**src/rtl/hfosc_trim_ctrl_if.sv**
```systemverilog
// hfosc_trim_ctrl_if: register-port bus between the trim sequencer and the calibration block
interface hfosc_trim_ctrl_if;
  logic [3:0]  m_addr;
  logic [31:0] m_wdata;
  logic [31:0] m_rdata;
  logic        m_cyc;
  logic        m_we;
  logic        m_ack;
  modport master(output m_addr, m_wdata, m_cyc, m_we, input m_rdata, m_ack);
  modport slave(input m_addr, m_wdata, m_cyc, m_we, output m_rdata, m_ack);
endinterface

```
**src/rtl/hfosc_trim_ctrl.sv**
```systemverilog
// hfosc_trim_ctrl: successive-approximation HF oscillator trim sequencer with verification measurement
module hfosc_trim_ctrl #(
  parameter logic [15:0] POLL_MAX = 16'hFFFF
) (
  input  logic                clk,
  input  logic                rst_n,
  input  logic                start,
  input  logic [30:0]         target,
  input  logic [23:0]         meas_len,
  output logic                busy,
  output logic                done,
  output logic                err,
  output logic [9:0]          trim_out,
  output logic [30:0]         cnt_out,
  hfosc_trim_ctrl_if.master   m
);
  typedef enum logic [3:0] {
    IDLE, SET_TRIM, START, POLL, EVAL, VERIFY_SET, VERIFY_START, VERIFY_POLL, FIN
  } state_t;
  state_t      state_q, state_d;
  logic        busy_q, busy_d, done_q, done_d, err_q, err_d, fail_q, fail_d;
  logic [9:0]  trim_out_q, trim_out_d, trim_q, trim_d, wtrim_q, wtrim_d;
  logic [30:0] cnt_out_q, cnt_out_d, count_q, count_d, target_q, target_d;
  logic [23:0] meas_q, meas_d;
  logic [3:0]  bit_q, bit_d, m_addr_q, m_addr_d;
  logic [15:0] poll_q, poll_d;
  logic [31:0] m_wdata_q, m_wdata_d;
  logic        m_cyc_q, m_cyc_d, m_we_q, m_we_d;
  logic        bus_st, is_trim, is_poll, is_start, ack, valid, timeout, req_we;
  logic [9:0]  trial;
  logic [3:0]  req_addr;
  logic [31:0] req_wdata;
  assign ack       = m_cyc_q && m.m_ack;
  assign valid     = m.m_rdata[31];
  assign timeout   = poll_q == POLL_MAX - 16'd1;
  assign is_trim   = state_q inside {SET_TRIM, VERIFY_SET};
  assign is_start  = state_q inside {START, VERIFY_START};
  assign is_poll   = state_q inside {POLL, VERIFY_POLL};
  assign bus_st    = is_trim || is_start || is_poll;
  assign trial     = state_q == SET_TRIM ? trim_q | (10'd1 << bit_q) : trim_q;
  assign req_we    = !is_poll;
  assign req_addr  = is_trim ? 4'hB : 4'h9;
  assign req_wdata = is_trim ? {22'd0, trial} : is_start ? {8'h00, meas_q} : 32'd0;
  assign busy      = busy_q;
  assign done      = done_q;
  assign err       = err_q;
  assign trim_out  = trim_out_q;
  assign cnt_out   = cnt_out_q;
  assign m.m_cyc   = m_cyc_q;
  assign m.m_we    = m_we_q;
  assign m.m_addr  = m_addr_q;
  assign m.m_wdata = m_wdata_q;
  always_ff @(posedge clk) begin
    if (!rst_n) begin
      state_q    <= IDLE;
      busy_q     <= 1'b0;
      done_q     <= 1'b0;
      err_q      <= 1'b0;
      fail_q     <= 1'b0;
      trim_out_q <= '0;
      trim_q     <= '0;
      wtrim_q    <= '0;
      cnt_out_q  <= '0;
      count_q    <= '0;
      target_q   <= '0;
      meas_q     <= '0;
      bit_q      <= '0;
      poll_q     <= '0;
      m_cyc_q    <= 1'b0;
      m_we_q     <= 1'b0;
      m_addr_q   <= '0;
      m_wdata_q  <= '0;
    end else begin
      state_q    <= state_d;
      busy_q     <= busy_d;
      done_q     <= done_d;
      err_q      <= err_d;
      fail_q     <= fail_d;
      trim_out_q <= trim_out_d;
      trim_q     <= trim_d;
      wtrim_q    <= wtrim_d;
      cnt_out_q  <= cnt_out_d;
      count_q    <= count_d;
      target_q   <= target_d;
      meas_q     <= meas_d;
      bit_q      <= bit_d;
      poll_q     <= poll_d;
      m_cyc_q    <= m_cyc_d;
      m_we_q     <= m_we_d;
      m_addr_q   <= m_addr_d;
      m_wdata_q  <= m_wdata_d;
    end
  end
  always_comb begin
    state_d = state_q;
    case (state_q)
      IDLE:         state_d = start ? SET_TRIM : IDLE;
      SET_TRIM:     state_d = ack ? START : SET_TRIM;
      START:        state_d = ack ? POLL : START;
      POLL:         state_d = !ack ? POLL : valid ? EVAL : timeout ? FIN : POLL;
      EVAL:         state_d = bit_q == 4'd0 ? VERIFY_SET : SET_TRIM;
      VERIFY_SET:   state_d = ack ? VERIFY_START : VERIFY_SET;
      VERIFY_START: state_d = ack ? VERIFY_POLL : VERIFY_START;
      VERIFY_POLL:  state_d = !ack ? VERIFY_POLL : (valid || timeout) ? FIN : VERIFY_POLL;
      FIN:          state_d = IDLE;
      default:      state_d = IDLE;
    endcase
  end
  always_comb begin
    busy_d     = busy_q;
    done_d     = 1'b0;
    err_d      = err_q;
    fail_d     = fail_q;
    trim_out_d = trim_out_q;
    trim_d     = trim_q;
    wtrim_d    = wtrim_q;
    cnt_out_d  = cnt_out_q;
    count_d    = count_q;
    target_d   = target_q;
    meas_d     = meas_q;
    bit_d      = bit_q;
    poll_d     = poll_q;
    m_cyc_d    = bus_st && !ack;
    m_we_d     = m_we_q;
    m_addr_d   = m_addr_q;
    m_wdata_d  = m_wdata_q;
    if (bus_st && !m_cyc_q) begin
      m_we_d    = req_we;
      m_addr_d  = req_addr;
      m_wdata_d = req_wdata;
      wtrim_d   = is_trim ? trial : wtrim_q;
    end
    if (ack && is_start) poll_d = '0;
    if (ack && is_poll) begin
      count_d = m.m_rdata[30:0];
      poll_d  = poll_q + 16'd1;
      fail_d  = fail_q || (!valid && timeout);
      cnt_out_d = (state_q == VERIFY_POLL && valid) ? m.m_rdata[30:0] : cnt_out_q;
    end
    if (state_q == EVAL) begin
      trim_d = count_q <= target_q ? trial | (10'd1 << bit_q) : trim_q;
      bit_d  = bit_q == 4'd0 ? bit_q : bit_q - 4'd1;
    end
    if (state_q == IDLE && start) begin
      target_d = target;
      meas_d   = meas_len;
      trim_d   = '0;
      bit_d    = 4'd9;
      err_d    = 1'b0;
      fail_d   = 1'b0;
      busy_d   = 1'b1;
    end
    if (state_q == FIN) begin
      trim_out_d = wtrim_q;
      done_d     = !fail_q;
      err_d      = fail_q;
      busy_d     = 1'b0;
    end
  end
endmodule

```
**src/flat_wrapper.sv**
```systemverilog
// flat-port wrapper written by rule: the top's interface ports become plain ports
module hfosc_trim_ctrl_flat 
#(
  parameter logic [15:0] POLL_MAX = 16'hFFFF
)
  (clk, rst_n, start, target, meas_len, busy, done, err, trim_out, cnt_out, m_m_addr, m_m_wdata, m_m_cyc, m_m_we, m_m_rdata, m_m_ack);
  hfosc_trim_ctrl_if m_i ();
  input  logic clk;
  input  logic rst_n;
  input  logic start;
  input  logic [30:0] target;
  input  logic [23:0] meas_len;
  output logic busy;
  output logic done;
  output logic err;
  output logic [9:0] trim_out;
  output logic [30:0] cnt_out;
  output wire logic [$bits(m_i.m_addr)-1:0] m_m_addr;
  output wire logic [$bits(m_i.m_wdata)-1:0] m_m_wdata;
  output wire logic [$bits(m_i.m_cyc)-1:0] m_m_cyc;
  output wire logic [$bits(m_i.m_we)-1:0] m_m_we;
  input wire logic [$bits(m_i.m_rdata)-1:0] m_m_rdata;
  input wire logic [$bits(m_i.m_ack)-1:0] m_m_ack;
  assign m_m_addr = m_i.m_addr;
  assign m_m_wdata = m_i.m_wdata;
  assign m_m_cyc = m_i.m_cyc;
  assign m_m_we = m_i.m_we;
  assign m_i.m_rdata = m_m_rdata;
  assign m_i.m_ack = m_m_ack;
  hfosc_trim_ctrl #(.POLL_MAX(POLL_MAX)) u_core (.clk(clk), .rst_n(rst_n), .start(start), .target(target), .meas_len(meas_len), .busy(busy), .done(done), .err(err), .trim_out(trim_out), .cnt_out(cnt_out), .m(m_i));
endmodule
```
**config.mk**
```make
export PLATFORM = sky130hd
export DESIGN_NAME = hfosc_trim_ctrl_flat
export DESIGN_NICKNAME = d
export VERILOG_FILES = /design/src/rtl/hfosc_trim_ctrl_if.sv /design/src/rtl/hfosc_trim_ctrl.sv /design/src/flat_wrapper.sv
export SDC_FILE = /design/constraint.sdc
export NUM_CORES = 1
export LEC_CHECK = 0
export ABC_AREA = 1
export BUFFER_PORTS_ARGS = -buffer_cell sky130_fd_sc_hd__buf_2
export CAP_MARGIN = 25
export CORE_ASPECT_RATIO = 0.8
export CORE_MARGIN = 5
export CORE_UTILIZATION = 40
export CTS_CLUSTER_DIAMETER = 40
export DETAILED_ROUTE_END_ITERATION = 8
export REMOVE_ABC_BUFFERS = 1
export SETUP_SLACK_MARGIN = 0.15
export SLEW_MARGIN = 5
export SYNTH_ARGS = -nofsm -noshare
export SYNTH_HDL_FRONTEND = slang
export SYNTH_SLANG_ARGS = --single-unit
```
**constraint.sdc**
```tcl
create_clock -name clk -period 2 [get_ports clk]
set_input_delay 0.4 -clock clk [delete_from_list [all_inputs] [get_ports clk]]
set_output_delay 0.4 -clock clk [all_outputs]
set_load 0.1 [all_outputs]
```
==> impl_metrics.toml <==
[run_status]
status = "complete, no violations"

[critical_path]
crit_start = "u_core.target_q[8]"
cp_slowest_cell = "ha_1"
crit_arrival_ns = 2.17
cpMostUsedCell = "nand2_1"
cp_top_family = "simple AND/OR/NAND/NOR gates"
critPathLaunchType = "flop"
rr_startpoint = "u_core.target_q[8]"
path_max_fanout = 5
path_cells = "inv_1 -> ha_1 -> nand2_1 -> nand2_1 -> nand2_1 -> nand2_1 -> a21oi_2 -> nand2_1 -> nand2_2 -> nand2_4 -> nand2_4 -> nand3_1 -> a21oi_1"
path_buf_inv = 1
crit_path_end_kind = "flop"
cp_slowest_stage_delay_ns = 0.34
crit_type = "reg -> reg"
critPathRequiredTime_ns = 2.45

[route]
ant_nets = 0
drcViolationCount = 0
drtIter0Drc = 400
routedWlPerCell_um = 14.2
vias = 7551
wl_um = 22300
drt-vias-per-instance = 4.80
dr.pass1.iters = 4

[logic_synthesis]
yosysTopAreaCell = "dfxtp_1"
synthFlopType = "dfxtp_1"
synth_area_leaders = "dfxtp_1 48%, nor2_1 8.0%, nand2_1 7.6%"
syn_area_per_cell_um2 = 7.59
synth_enable_flop_cells = 0
synth_cells = 1114
netlist_area_um2 = 8450
ys_types = 35
yosysSeqAreaShare_pct = 48.1
synthMostInstantiatedCell = "dfxtp_1"
synth_top_area_share_pct = 48.1
synth-async-reset-ratio_pct = 0
synth_warnings = 0
netlist_top_cells_count = "203 x dfxtp_1, 180 x nor2_1, 170 x nand2_1"
synth_seq_cells = 203

[global_route]
grt-ovfl-total = 0
grt_pass1_vias = 7285
grt_pass1_wl_um = 36300
track_usage_pct = 17.5
grt_antenna_before_repair = 2
grt_max_degree = 62

[cts]
h-tree-depth = 1
cts-hold-fix-buffers = 0
cts_sinks = 203
clk_pin_slew_ns = 0.05
cts-buffers-inserted = 28
cts_root_buf = "clkbuf_16"
clock_path_buffers = 3
cts_tree = "yes"
worstSkewPairLatency_ns = 0.53

[sta]
fin_setup_tns_ns = 0
setup_viol = 0
hold_viol_final = 0
rsz0062_at_grt = "yes"
min_period_ns = 1.72
min_period_over_period_pct = 86.0
maxSlewViolCount = 0
fmax_mhz = 581
skew_ns = 0.0101
setup_slack_ns = 0.280

[power]
ir_drop_uv = 530
power.density_nw_per_um2 = 964
total_power_w = 0.0104
power_leakage_nw = 4.87

[place]
pre_cts_slack_ns = 0.0532
dpl.hpwl_um = 15000
routabilityCongestion = 0.816
io_buffer_count = 163

[finish]
final_util_pct = 52.2
syn2layout_area_growth_pct = 28.2
nets = 1409
drive_gt1_share_pct = 22.6

[floorplanning]
die_y_um = 140
die-area_um2 = 24200
num_rows = 47
core_um2 = 20800
initial_utilization_pct = 40.7
io_pins = 173
die_x_um = 173

[job]
drv_cap = 0

[worst_hold_path]
worstHoldStart = "m_m_rdata[7]"
hold_path_class = "in -> reg"
-- cell usage in the layout (no fill, tap or decap), types with 5 or more instances in the layout --
| cell type | count |
|---|---|
| nor2_2 | 6 |
| clkbuf_16 | 29 |
| o21ai_0 | 109 |
| a22oi_1 | 24 |
| nand4_1 | 6 |
| nor2_1 | 173 |
| conb_1 | 9 |
| or2_2 | 8 |
| clkinv_2 | 5 |
| dfxtp_1 | 203 |
| ha_1 | 33 |
| a211oi_1 | 5 |
| a21oi_2 | 5 |
| a21oi_1 | 118 |
| o22ai_1 | 6 |
| bufinv_16 | 5 |
| buf_2 | 162 |
| nand3_1 | 26 |
| nand2_1 | 159 |
| nor3_1 | 8 |
| inv_2 | 7 |
| inv_1 | 109 |
| ha_4 | 5 |
| nand2_2 | 10 |
| buf_4 | 21 |
| buf_12 | 5 |
-- flip-flops by register name, indices dropped and copies added, names as in the netlist, 2 cells and up --
| name | count |
|---|---|
| u_core.meas_q | 24 |
| u_core.wtrim_q | 10 |
| u_core.cnt_out | 31 |
| u_core.poll_q | 16 |
| u_core.trim_q | 10 |
| u_core.target_q | 31 |
| u_core.count_q | 31 |
| u_core.m.m_addr | 2 |
| u_core.trim_out | 10 |
| u_core.bit_q | 4 |
| u_core.state_q | 4 |
| u_core.m.m_wdata | 24 |
-- logic make-up (layout without fill, tap and decap cells) --
group / count (synthesis) / in the layout / share of synthesized area [%]
XOR/XNOR: 1 / 1 / 0.104
buffers and inverters: 181 / 359 / 8.63
AND/OR/NAND/NOR: 411 / 412 / 19.8
AO/OA/AOI/OAI: 279 / 279 / 17.7
adder cells (fa/ha/maj): 38 / 38 / 5.63
other: 1 / 11 / 0.0444
flip-flops: 203 / 203 / 48.1
-- tightest hold or removal path: stages --
cell	delay [ns]
buf_2	0.09
nor2_1	0.04
nor2_1	0.08
-- report_power, final --
part | internal (W) | switching (W) | leakage, nW
combinational | 0.000294 | 0.000680 | 2.73
sequential | 0.00416 | 0.0000459 | 1.65
clock | 0.00340 | 0.00186 | 0.489
total | 0.00786 | 0.00258 | 4.87
-- area by class of cell --
cell class | instances | area, um2
antenna | 2 | 5.00
clock buffer | 34 | 774
tap | 269 | 337
fill | 1999 | 9930
multi-input combinational | 739 | 3890
sequential | 203 | 4060
timing repair buffer | 190 | 1090
inverter | 118 | 443
clock inverter | 17 | 233
-- what timing repair did --
action | CTS | global route
gates cloned | 0 | 1
pin swaps | 0 | 18
buffers inserted | 0 | 1
setup endpoints to repair | 11 | 25
resized for setup | 3 | 40
-- stage by stage --
| step | hold slack, ns | area (um2) | std cells |
|---|---|---|---|
| 2_1_floorplan | 0.393 | 8190 | 1059 |
| 3_3_place_gp | 0.406 | 9620 | 1517 |
| 3_5_place_dp | 0.412 | 9620 | 1517 |
| 4_1_cts | 0.0946 | 10600 | 1568 |
| 5_1_grt | 0.116 | 10800 | 1572 |
| 6_report | 0.117 | 10800 | 1572 |
-- final timing paths --
| kind | endpoint | slack, ns | cells after the start |
|---|---|---|---|
| setup reg to reg | u_core.trim_q[8] | 0.28 | 13 |
| setup / recovery | u_core.trim_q[8] | 0.28 | 13 |
| hold / removal | u_core.cnt_out[7] | 0.12 | 3 |
| hold reg to reg | u_core.done | 0.42 | 1 |
-- per-layer routing --
metal | share of wire [%] | GRT usage (%) | vias up
met4 | 2.2 | 4.79 | 0
met1 | 49 | 24.9 | 3432
met2 | 45 | 27.6 | 122
li1 | - | - | 3961
met5 | 0 | 0 | -
met3 | 4.0 | 3.10 | 36
No activity file was read; power rests on OpenSTA's default activity.
